==> config.mk <==
export PLATFORM = sky130hd
export DESIGN_NAME = uart_byte_tx
export DESIGN_NICKNAME = d
export VERILOG_FILES = /design/src/rtl/uart_byte_tx.sv
export SDC_FILE = /design/constraint.sdc
export NUM_CORES = 1
export LEC_CHECK = 0
export ABC_CLOCK_PERIOD_IN_PS = 3200
export CORE_UTILIZATION = 45
export CTS_CLUSTER_DIAMETER = 30
export DETAILED_ROUTE_END_ITERATION = 6
export DONT_BUFFER_PORTS = 1
export SYNTH_ARGS = -nofsm -noshare
export SYNTH_HDL_FRONTEND = slang
export SYNTH_SLANG_ARGS = --single-unit
==> constraint.sdc <==
create_clock -name clk -period 3.2 [get_ports clk]
set_clock_uncertainty 0.1 [all_clocks]
set_input_delay 0.8 -clock clk [delete_from_list [all_inputs] [get_ports clk]]
set_output_delay 0.8 -clock clk [all_outputs]
set_load 0.1 [all_outputs]
==> src/rtl/uart_byte_tx.sv <==
// uart_byte_tx: FIFO-buffered UART transmitter, one 8N1/8N2 frame per queued byte, LSB first
// clk   : divided block clock, rising edge
// rst   : synchronous active-low reset
// data  : byte to queue, taken when valid && ready
// valid : upstream has a byte on data
// ready : FIFO not full
// out   : serial line, idles high, registered
// busy  : frame in progress or bytes queued
// level : FIFO occupancy
module uart_byte_tx #(
  parameter int CLKS_PER_BIT = 16,
  parameter int STOP_BITS    = 1,
  parameter int FIFO_DEPTH   = 4
) (
  input  logic                          clk,
  input  logic                          rst,
  input  logic [7:0]                    data,
  input  logic                          valid,
  output logic                          ready,
  output logic                          out,
  output logic                          busy,
  output logic [$clog2(FIFO_DEPTH):0]   level
);
  localparam int AW = $clog2(FIFO_DEPTH);
  localparam int LW = AW + 1;
  localparam int CW = $clog2(CLKS_PER_BIT);
  localparam int LI = CLKS_PER_BIT - 1;
  localparam int SL = STOP_BITS - 1;
  localparam logic [AW:0]   FULL  = FIFO_DEPTH[AW:0];
  localparam logic [CW-1:0] LAST  = LI[CW-1:0];
  localparam logic [2:0]    SLAST = SL[2:0];
  if (CLKS_PER_BIT < 2) begin : g_bad_clks
    $error("uart_byte_tx: CLKS_PER_BIT must be at least 2");
  end
  if (STOP_BITS != 1 && STOP_BITS != 2) begin : g_bad_stop
    $error("uart_byte_tx: STOP_BITS must be 1 or 2");
  end
  if (FIFO_DEPTH < 2 || (FIFO_DEPTH & (FIFO_DEPTH - 1)) != 0) begin : g_bad_depth
    $error("uart_byte_tx: FIFO_DEPTH must be a power of 2, at least 2");
  end
  typedef enum logic [1:0] {IDLE, START, DATA, STOP} state_t;
  state_t        state_q, state_d;
  logic [7:0]    mem_q [FIFO_DEPTH];
  logic [AW-1:0] wr_q, wr_d, rd_q, rd_d;
  logic [AW:0]   level_q, level_d;
  logic [CW-1:0] cnt_q, cnt_d;
  logic [2:0]    bit_q, bit_d;
  logic [7:0]    shift_q, shift_d;
  logic          out_q, out_d;
  logic          push, pop, tick;
  assign ready = level_q != FULL;
  assign out   = out_q;
  assign busy  = state_q != IDLE || level_q != '0;
  assign level = level_q;
  // bit_q doubles as the stop-bit index while in STOP so the baud counter
  // only ever spans one bit time
  always_comb begin
    push    = valid && ready;
    tick    = cnt_q == LAST;
    pop     = 1'b0;
    state_d = state_q;
    cnt_d   = tick ? '0 : cnt_q + CW'(1);
    bit_d   = bit_q;
    shift_d = shift_q;
    case (state_q)
      IDLE: begin
        cnt_d = '0;
        if (level_q != '0) begin
          pop     = 1'b1;
          state_d = START;
        end
      end
      START: if (tick) begin
        state_d = DATA;
        bit_d   = '0;
      end
      DATA: if (tick) begin
        shift_d = {1'b0, shift_q[7:1]};
        bit_d   = bit_q + 3'd1;
        if (bit_q == 3'd7) begin
          state_d = STOP;
          bit_d   = '0;
        end
      end
      STOP: if (tick) begin
        if (bit_q != SLAST) bit_d = bit_q + 3'd1;
        else if (level_q != '0) begin
          pop     = 1'b1;
          state_d = START;
        end else state_d = IDLE;
      end
      default: state_d = IDLE;
    endcase
    if (pop) shift_d = mem_q[rd_q];
    // line level follows the current state, so out trails state by one edge
    out_d   = state_q == START ? 1'b0 : state_q == DATA ? shift_q[0] : 1'b1;
    wr_d    = wr_q + AW'(push);
    rd_d    = rd_q + AW'(pop);
    level_d = level_q + LW'(push) - LW'(pop);
  end
  always_ff @(posedge clk) begin
    if (!rst) begin
      state_q <= IDLE;
      wr_q    <= '0;
      rd_q    <= '0;
      level_q <= '0;
      cnt_q   <= '0;
      bit_q   <= '0;
      shift_q <= '0;
      out_q   <= 1'b1;
    end else begin
      state_q <= state_d;
      wr_q    <= wr_d;
      rd_q    <= rd_d;
      level_q <= level_d;
      cnt_q   <= cnt_d;
      bit_q   <= bit_d;
      shift_q <= shift_d;
      out_q   <= out_d;
    end
  end
  always_ff @(posedge clk) begin
    if (push) mem_q[wr_q] <= data;
  end
endmodule

# After elaboration in Yosys (flattened, before gate mapping)
# Memories as Yosys holds them, arrays and structs flattened. A register that Yosys moved wholly into a read port is not among the register bits.
# Cells that the tools add are included.
# W data, S select, Z words.
[totals]
reg_bits = 25
ramBits = 32
out_inout_bits = 6
mem_count = 1
[op_classes]
reduce_logical = 13
addsub = 6
bitwise_logic = 1
n_mux = 26
eq_ne = 13
[memory_table]
columns = ["name", "depth", "word_bits", "read_ports", "rd_ports_with_merged_regs", "wr", "line_no", "text"]
rows = [
  ["mem_q", 4, 8, 1, 1, 1, "43", "logic [7:0] mem_q [FIFO_DEPTH];"],
]
[ops]
columns = ["operator", "count"]
rows = [
  ["$mux W8", 3],
  ["$mux W3", 5],
  ["$mux W2", 7],
  ["$ne A2 B2 Y1 const B", 7],
  ["$pmux W3 S3", 1],
  ["$reduce_bool A3 Y1", 3],
  ["$mux W1", 8],
  ["$pmux W2 S4", 1],
  ["$reduce_and A6 Y1", 1],
  ["$reduce_bool A2 Y1", 3],
  ["$reduce_and A5 Y1", 1],
  ["$add A2 B1 Y2", 2],
  ["$add A4 B1 Y4 const B", 1],
  ["$eq A2 B2 Y1 const B", 2],
  ["$eq A4 B4 Y1 const B", 1],
  ["$add A3 B1 Y3", 1],
  ["$add A3 B1 Y3 const B", 1],
  ["$eq A3 B3 Y1 const B", 1],
  ["$ne A3 B3 Y1 const B", 1],
  ["$reduce_or A3 Y1", 1],
  ["$sub A3 B1 Y3", 1],
  ["$eq A2 B1 Y1 const B", 1],
  ["$logic_not A2 Y1", 1],
  ["$pmux W1 S2", 1],
  ["other kinds (4)", 4],
]

# Longest topological paths before layout
# Gate-level depths: netlist of run 1.
[logic_depth]
depth_word = 7
mapped_depth = 12
ltp_nobuf = 11

# Worst setup path after synthesis of run 1
# No wires, ideal clock.
[synth_timing]
kind = "reg-to-reg"
from = "reg level_q[2], in the netlist level[2]"
to = "reg level_q[2], in the netlist level[2]"
path_buffers = 0
period_less_slack_ps = 3520
t_arrival_ps = 3299
setup_slack_ps = -320
path_stages_with_launch = 9
cell_sequence = "dfxtp_1 nand2_1 nand2_1 xnor2_1 ha_1 fa_1 xnor2_1 xnor2_1 nor2_1"
[synth_lines]
columns = ["element", "line_no", "text"]
rows = [
  ["from (decl)", "45", "logic [AW:0] level_q, level_d;"],
  ["from (signal assigned)", "115", "level_q <= level_d;"],
  ["$ne A3 B3 Y1", "51", "assign ready = level_q != FULL;"],
  ["net ready", "19", "output logic ready,"],
  ["$logic_and A1 B1 Y1", "58", "push = valid && ready;"],
  ["$add A3 B1 Y3", "99", "level_d = level_q + LW'(push) - LW'(pop);"],
  ["$sub A3 B1 Y3", "99", ""],
]
# The timed path passes the listed nets, and every way through them passes these cells.
# A chain may end at the register's enable or synchronous reset.

# Worst setup path in the final report of run 1
[layout_timing]
from = "reg state_q[0]"
to = "reg level_q[2], in the netlist level[2]"
[layout_between]
elab_chain_len = 3
[layout_rtl]
columns = ["element", "line_no", "text"]
rows = [
  ["from (decl)", "42", "state_t state_q, state_d;"],
  ["from (signal assigned)", "112", "state_q <= state_d;"],
  ["$eq A2 B2 Y1 or $logic_not A2 Y1 (tied branches)", "65", "case (state_q)"],
  ["$pmux W1 S2 (*)", "65", ""],
  ["$sub A3 B1 Y3 (*)", "99", ""],
]
# Every way passes the cells marked *; elsewhere a longest branch is shown, timed or not.

==> out/metrics.yaml, run 1 <==
status: "finished, final reports clean"
vias: 1426
wirelength_mm: 4.227
path_clk_slew_ns: 0.07
syn_avg_cell_area_um2: 13.47
drt-pass1-iter-count: 4
arrival_ns: 2.83
finalNetCount: 223
hp-start: "cnt_q[0]"
crit_type: "reg -> reg"
grt_start_max_net_pins: 28
cts_resized: 0
fin_util: 0.5459
antenna_found_initial: 0
post-synth-top-count-cell: "edfxtp_1"
synthFlopType: "edfxtp_1"
worstReg2RegStart: "state_q[0]"
cts_buffers: 9
max_stage_delay_ns: 0.38
ys_top_cells_by_count: "edfxtp_1, dfxtp_1, nand2_1"
setup_viol_count_final: 0
die_x_um: 76.63
yosysSeqAreaShare: 0.5831
ff2ff_path_depth: 10
core.rowCount: 26
r2r_end: "level[2]"
ir_drop_v: 0.0004834
critPathMaxFanout: 8
layout_min_cycle_time_ns: 2.723
start_util: 0.4785
place.gp.congestion: 0.7561
grt.total_usage: 0.1594
hp-class: "reg -> reg"
yosys.cell_types.count: 38
post-route-period-util: 0.8509
area_growth_pct: 14.08
max_clock_freq_mhz: 367.3
yosysTopAreaCell: "edfxtp_1"
async_flop_share: 0
power_density_nw_per_um2: 969.2
ant_nets: 0
critical_path.cell_chain: "ha_1 -> and3b_1 -> a41oi_1 -> nor3_2 -> xnor2_1 -> ha_1 -> fa_1 -> xnor2_1 -> xnor2_1 -> nor2_1"
timing.reg2reg.setup_slack_ns: 0.48
syn-num-nets: 209
vias_per_cell: 5.185
core_um2: 5238
clock_latency_ns: 0.33
cts-root-buf: "clkbuf_8"
cp-end-kind: "flop"
dieHeight_um: 76.63
grt_pass1_wl_mm: 7.079
syn_inst: 186
drt_iter0_markers: 60
p_leak_nw: 1.039
critPathMostFrequentCell: "xnor2_1"
syn_area_um2: 2506
grt.overflow.total: 0
critPathSlowestCell: "dfxtp_1"
cts_tree: "done"
postCtsSetupBuffers: 0
cp.required_ns: 3.31
dp_cells: 259
total_power_mw: 2.771
yosysWarnings: 0
synth_enable_flop_cells: 32
hold_violations: 0
htreeDepth: 3
grt_pass1_vias: 1563
report.final.slew_viol_count: 0
port_buffers: 0
drc: 0
synth_top_area_frac: 0.3834
hold_buffers: 0
n_antenna_cell: 0
hold-path-endpoint: "cnt_q[0]"
hold_depth: 1
die-area_um2: 5871
wl_per_cell_um: 15.37
synth.area.top_cells: "edfxtp_1, dfxtp_1, mux4_2"
clock_path_buffers: 2
slew_headroom: 0.3761
grt_setup_unrepaired: "no"
start_kind: "flop"
max_slew.worst_pin.slew_ns: 0.9346
ys_ff_latch: 57
io_pins: 17
clock-sinks: 57
dp_hpwl_mm: 2.964
fin_setup_tns_ns: 0
final_layout_size_suffix_gt1_frac: 0.2293
max_cap_violations: 0
stdcell_count: 275
## cell type report
class	count	area, µm²
clock buffers	9	123.9
clock inverters	7	102.6
fillers	437	2379
inverters	8	30.03
multi-input cells	115	985.9
flip-flops and latches	57	1461
well taps	70	87.58
repair buffers	9	67.56
## how the worst max path moves through the flow
stage	startpoint	end	cells past startpoint
after detailed placement	state_q[0]	level[2]	10
after CTS	state_q[0]	level[2]	10
final	state_q[0]	level[2]	10
after global routing	state_q[1]	level[2]	10
after global placement	state_q[0]	level[2]	10
after floorplan	level[2]	level[2]	8
## cell usage in the layout (no fill, tap or decap), types with 2 or more instances in the layout
| cell type | Yosys | final |
|---|---|---|
| mux4_2 | 8 | 8 |
| mux2_2 | 7 | 7 |
| a21oi_1 | 3 | 3 |
| clkinv_4 | 0 | 3 |
| mux2i_1 | 10 | 10 |
| nor2b_1 | 2 | 2 |
| nor3_1 | 3 | 3 |
| nand2_1 | 21 | 20 |
| bufinv_16 | 0 | 2 |
| dfxtp_1 | 25 | 25 |
| ha_1 | 11 | 11 |
| clkbuf_8 | 0 | 9 |
| and2_1 | 4 | 4 |
| buf_4 | 0 | 9 |
| nor3b_1 | 2 | 2 |
| o211ai_1 | 3 | 3 |
| xnor2_1 | 5 | 5 |
| nor2_1 | 8 | 8 |
| nand3_1 | 3 | 3 |
| nand4_1 | 2 | 2 |
| nand2b_1 | 7 | 7 |
| edfxtp_1 | 32 | 32 |
| inv_1 | 8 | 8 |
## cells by family after synthesis
family | count (synthesis) | synth area share
buf+inv | 14 | 0.02446
flops | 57 | 0.5831
simple gates | 59 | 0.1223
mux | 25 | 0.1433
fa+ha+maj | 12 | 0.06291
compound gates | 13 | 0.04293
xor+xnor | 6 | 0.02097
## critical path: cells and delay by family, from the launching register on
| family | cells | cell delay [ns] |
|---|---|---|
| fa+ha+maj | 3 | 0.92 |
| simple gates | 3 | 0.58 |
| xor+xnor | 3 | 0.44 |
| flops | 1 | 0.38 |
| compound gates | 1 | 0.19 |
## registers in the layout (all words and copies together) (netlist names)
register and count:
out 1, mem_q 32, level 3, state_q 2
rd_q 2, shift_q 8, wr_q 2, cnt_q 4
bit_q 3
## through the flow
stage / hold slack (ns) / area, µm² / setup slack [ns]
CTS: 0.3694 / 2859 / 0.4533
floorplan: 0.3176 / 2509 / 0.01483
global placement: 0.3278 / 2633 / 0.5829
finish: 0.3571 / 2859 / 0.4771
global route: 0.4023 / 2859 / 0.2487
detailed placement: 0.3535 / 2633 / 0.4767
## routing by layer
| layer | track usage | part of all wire | vias up |
|---|---|---|---|
| li1 | - | - | 704 |
| met2 | 0.2793 | 0.52 | 19 |
| met5 | 0 | 0 | - |
| met1 | 0.1715 | 0.43 | 701 |
| met3 | 0.04311 | 0.038 | 2 |
| met4 | 0.09423 | 0.0057 | 0 |
## report_power, final
group | switching (mW) | total [mW] | internal (mW) | leakage, nW
clock | 0.305 | 0.749 | 0.444 | 0.110
sequential | 0.127 | 1.04 | 0.917 | 0.498
combinational | 0.569 | 0.977 | 0.408 | 0.431
Power figures use the tool's default switching activity.
==> run 2: changes to the inputs <==
--- a/config.mk
+++ b/config.mk
@@ -6,6 +6,7 @@
 export NUM_CORES = 1
 export LEC_CHECK = 0
 export ABC_CLOCK_PERIOD_IN_PS = 3200
+export CORE_MARGIN = 5
 export CORE_UTILIZATION = 45
 export CTS_CLUSTER_DIAMETER = 30
 export DETAILED_ROUTE_END_ITERATION = 6
==> run 2 against run 1 <==
Against the previous run: clock power shrank 21%; power down 5.8%; global-route usage is 2.9 points lower; sequential share of layout area rose by 0.77 points; flip-flop and latch count is the same.
==> out/metrics.yaml, run 2 (synthesis gave the netlist of run 1 again) <==
status: "finished, final reports clean"  # unchanged
die_x_um: 84.63  # was 76.63 µm
arrival_ns: 2.83  # about the same
drt_iter0_markers: 42  # was 60
post-route-period-util: 0.8505  # was 0.8509
hold-path-endpoint: "cnt_q[0]"  # unchanged
core_um2: 5473  # was 5238 µm²
drt-pass1-iter-count: 4  # unchanged
place.gp.congestion: 0.6744  # was 0.7561
critPathMostFrequentCell: "xnor2_1"  # unchanged
finish.instance_area_um2: 2816  # was 2859 µm²
cp-end-kind: "flop"  # unchanged
power_density_nw_per_um2: 926.9  # was 969.2 nW/µm²
setup_viol_count_final: 0  # unchanged
finalNetCount: 223  # unchanged
timing.reg2reg.setup_slack_ns: 0.48  # about the same
critical_path.cell_chain: "ha_1 -> and3b_1 -> a41oi_1 -> nor3_2 -> xnor2_1 -> ha_1 -> fa_1 -> xnor2_1 -> xnor2_1 -> nor2_1"  # unchanged
n_antenna_cell: 0  # unchanged
critPathSlowestCell: "dfxtp_1"  # unchanged
fin_util: 0.5146  # was 0.5459
final_layout_size_suffix_gt1_frac: 0.2293  # unchanged
grt_setup_unrepaired: "no"  # unchanged
max_stage_delay_ns: 0.38  # about the same
grt.overflow.total: 0  # unchanged
hp-start: "cnt_q[0]"  # unchanged
htreeDepth: 3  # unchanged
wirelength_mm: 4.151  # was 4.227 mm
dp_hpwl_mm: 2.939  # was 2.964 mm
r2r_end: "level[2]"  # unchanged
grt_pass1_wl_mm: 7.251  # was 7.079 mm
worstReg2RegStart: "state_q[0]"  # unchanged
hold_depth: 1  # unchanged
postCtsSetupBuffers: 0  # unchanged
cts_buffers: 9  # unchanged
ant_nets: 0  # unchanged
die-area_um2: 7161  # was 5871 µm²
wl_per_cell_um: 14.99  # was 15.37 µm
place_area_um2: 2635  # was 2633 µm²
hold_buffers: 0  # unchanged
p_leak_nw: 1.010  # was 1.039 nW
clock_latency_ns: 0.32  # was 0.33 ns
port_buffers: 0  # unchanged
clock-sinks: 57  # unchanged
layout_common_cells: "edfxtp_1, dfxtp_1, nand2_1"  # unchanged
antenna_found_initial: 0  # unchanged
clock_path_buffers: 2  # unchanged
max_slew.worst_pin.slew_ns: 0.9276  # was 0.9346 ns
hold_violations: 0  # unchanged
ff2ff_path_depth: 10  # unchanged
path_clk_slew_ns: 0.07  # about the same
hp-class: "reg -> reg"  # unchanged
layout_commonest_cell: "edfxtp_1"  # unchanged
cts_resized: 0  # unchanged
path_delay_family: "adder cells"  # unchanged
ir_drop_v: 0.0004438  # was 0.0004834 V
max_cap_violations: 0  # unchanged
slew_headroom: 0.3808  # was 0.3761
max_clock_freq_mhz: 367.4  # was 367.3 MHz
dieHeight_um: 84.63  # was 76.63 µm
report.final.slew_viol_count: 0  # unchanged
use_met2: 0.2278  # was 0.2793
largest_register: "mem_q"  # unchanged
start_util: 0.4579  # was 0.4785
cts-root-buf: "clkbuf_8"  # unchanged
critPathMaxFanout: 8  # unchanged
regArea_um2: 1461  # unchanged
vias_per_cell: 5.188  # was 5.185
largest_reg_flops: 32  # unchanged
layout_min_cycle_time_ns: 2.722  # was 2.723 ns
grt_start_max_net_pins: 28  # unchanged
cp.depth: 10  # unchanged
crit_type: "reg -> reg"  # unchanged
drc: 0  # unchanged
vias: 1437  # was 1426
cts_tree: "done"  # unchanged
core.rowCount: 27  # was 26
biggestRegsByFlops: "mem_q x32, shift_q x8, cnt_q x4"  # unchanged
met3_usage: 0.05201  # was 0.04311
grt_pass1_vias: 1558  # was 1563
start_kind: "flop"  # unchanged
grt.total_usage: 0.1302  # was 0.1594
area_growth_pct: 12.38  # was 14.08%
worst-path-buf-inv: 0  # unchanged
io_pins: 17  # unchanged
busiest_layer: "met2"  # unchanged
gr-usage-met1: 0.1417  # was 0.1715
cp.required_ns: 3.31  # about the same
fill_cells: 484  # was 437
fin_setup_tns_ns: 0  # unchanged
multi_input_comb_area_um2: 985.9  # unchanged
hold_slack_ns: 0.3530  # was 0.3571 ns
[run 2: final cells by class]
type | instances | share of cell area
clock buffer | 10 | 0.04887
clock inverter | 6 | 0.01555
inverter | 8 | 0.01066
multi-input combinational | 115 | 0.3501
sequential | 57 | 0.5189
tap | 72 | 0.03199
timing repair buffer | 9 | 0.02399
[run 2: how the worst max path moves through the flow]
stage               start  slack, ns       end
2_1_floorplan    level[2]       0.01  level[2]
6_report       state_q[0]       0.48  level[2]
4_1_cts        state_q[0]       0.47  level[2]
3_5_place_dp   state_q[0]       0.50  level[2]
3_3_place_gp   state_q[0]       0.60  level[2]
5_1_grt        state_q[0]       0.28  level[2]
[run 2: metrics by stage]
stage          power (mW)  setup slack, ns  cells
2_1_floorplan       1.861          0.01483    186
3_3_place_gp        2.003           0.5960    261
3_5_place_dp        2.053           0.4985    261
4_1_cts             2.647           0.4702    277
5_1_grt             2.780           0.2801    277
6_report            2.610           0.4784    277
[run 2: report_power, final]
part | leakage, nW | switching, mW | total (mW) | internal (mW)
clock network | 0.0805 | 0.290 | 0.591 | 0.301
registers | 0.498 | 0.133 | 1.05 | 0.918
logic | 0.431 | 0.563 | 0.969 | 0.406
total | 1.01 | 0.986 | 2.61 | 1.62
[run 2: routing by layer]
metal | up-vias | wire length (µm)
li1 | 701 | -
met1 | 715 | 1707
met2 | 15 | 2218
met3 | 6 | 164
met4 | 0 | 61
met5 | - | 0
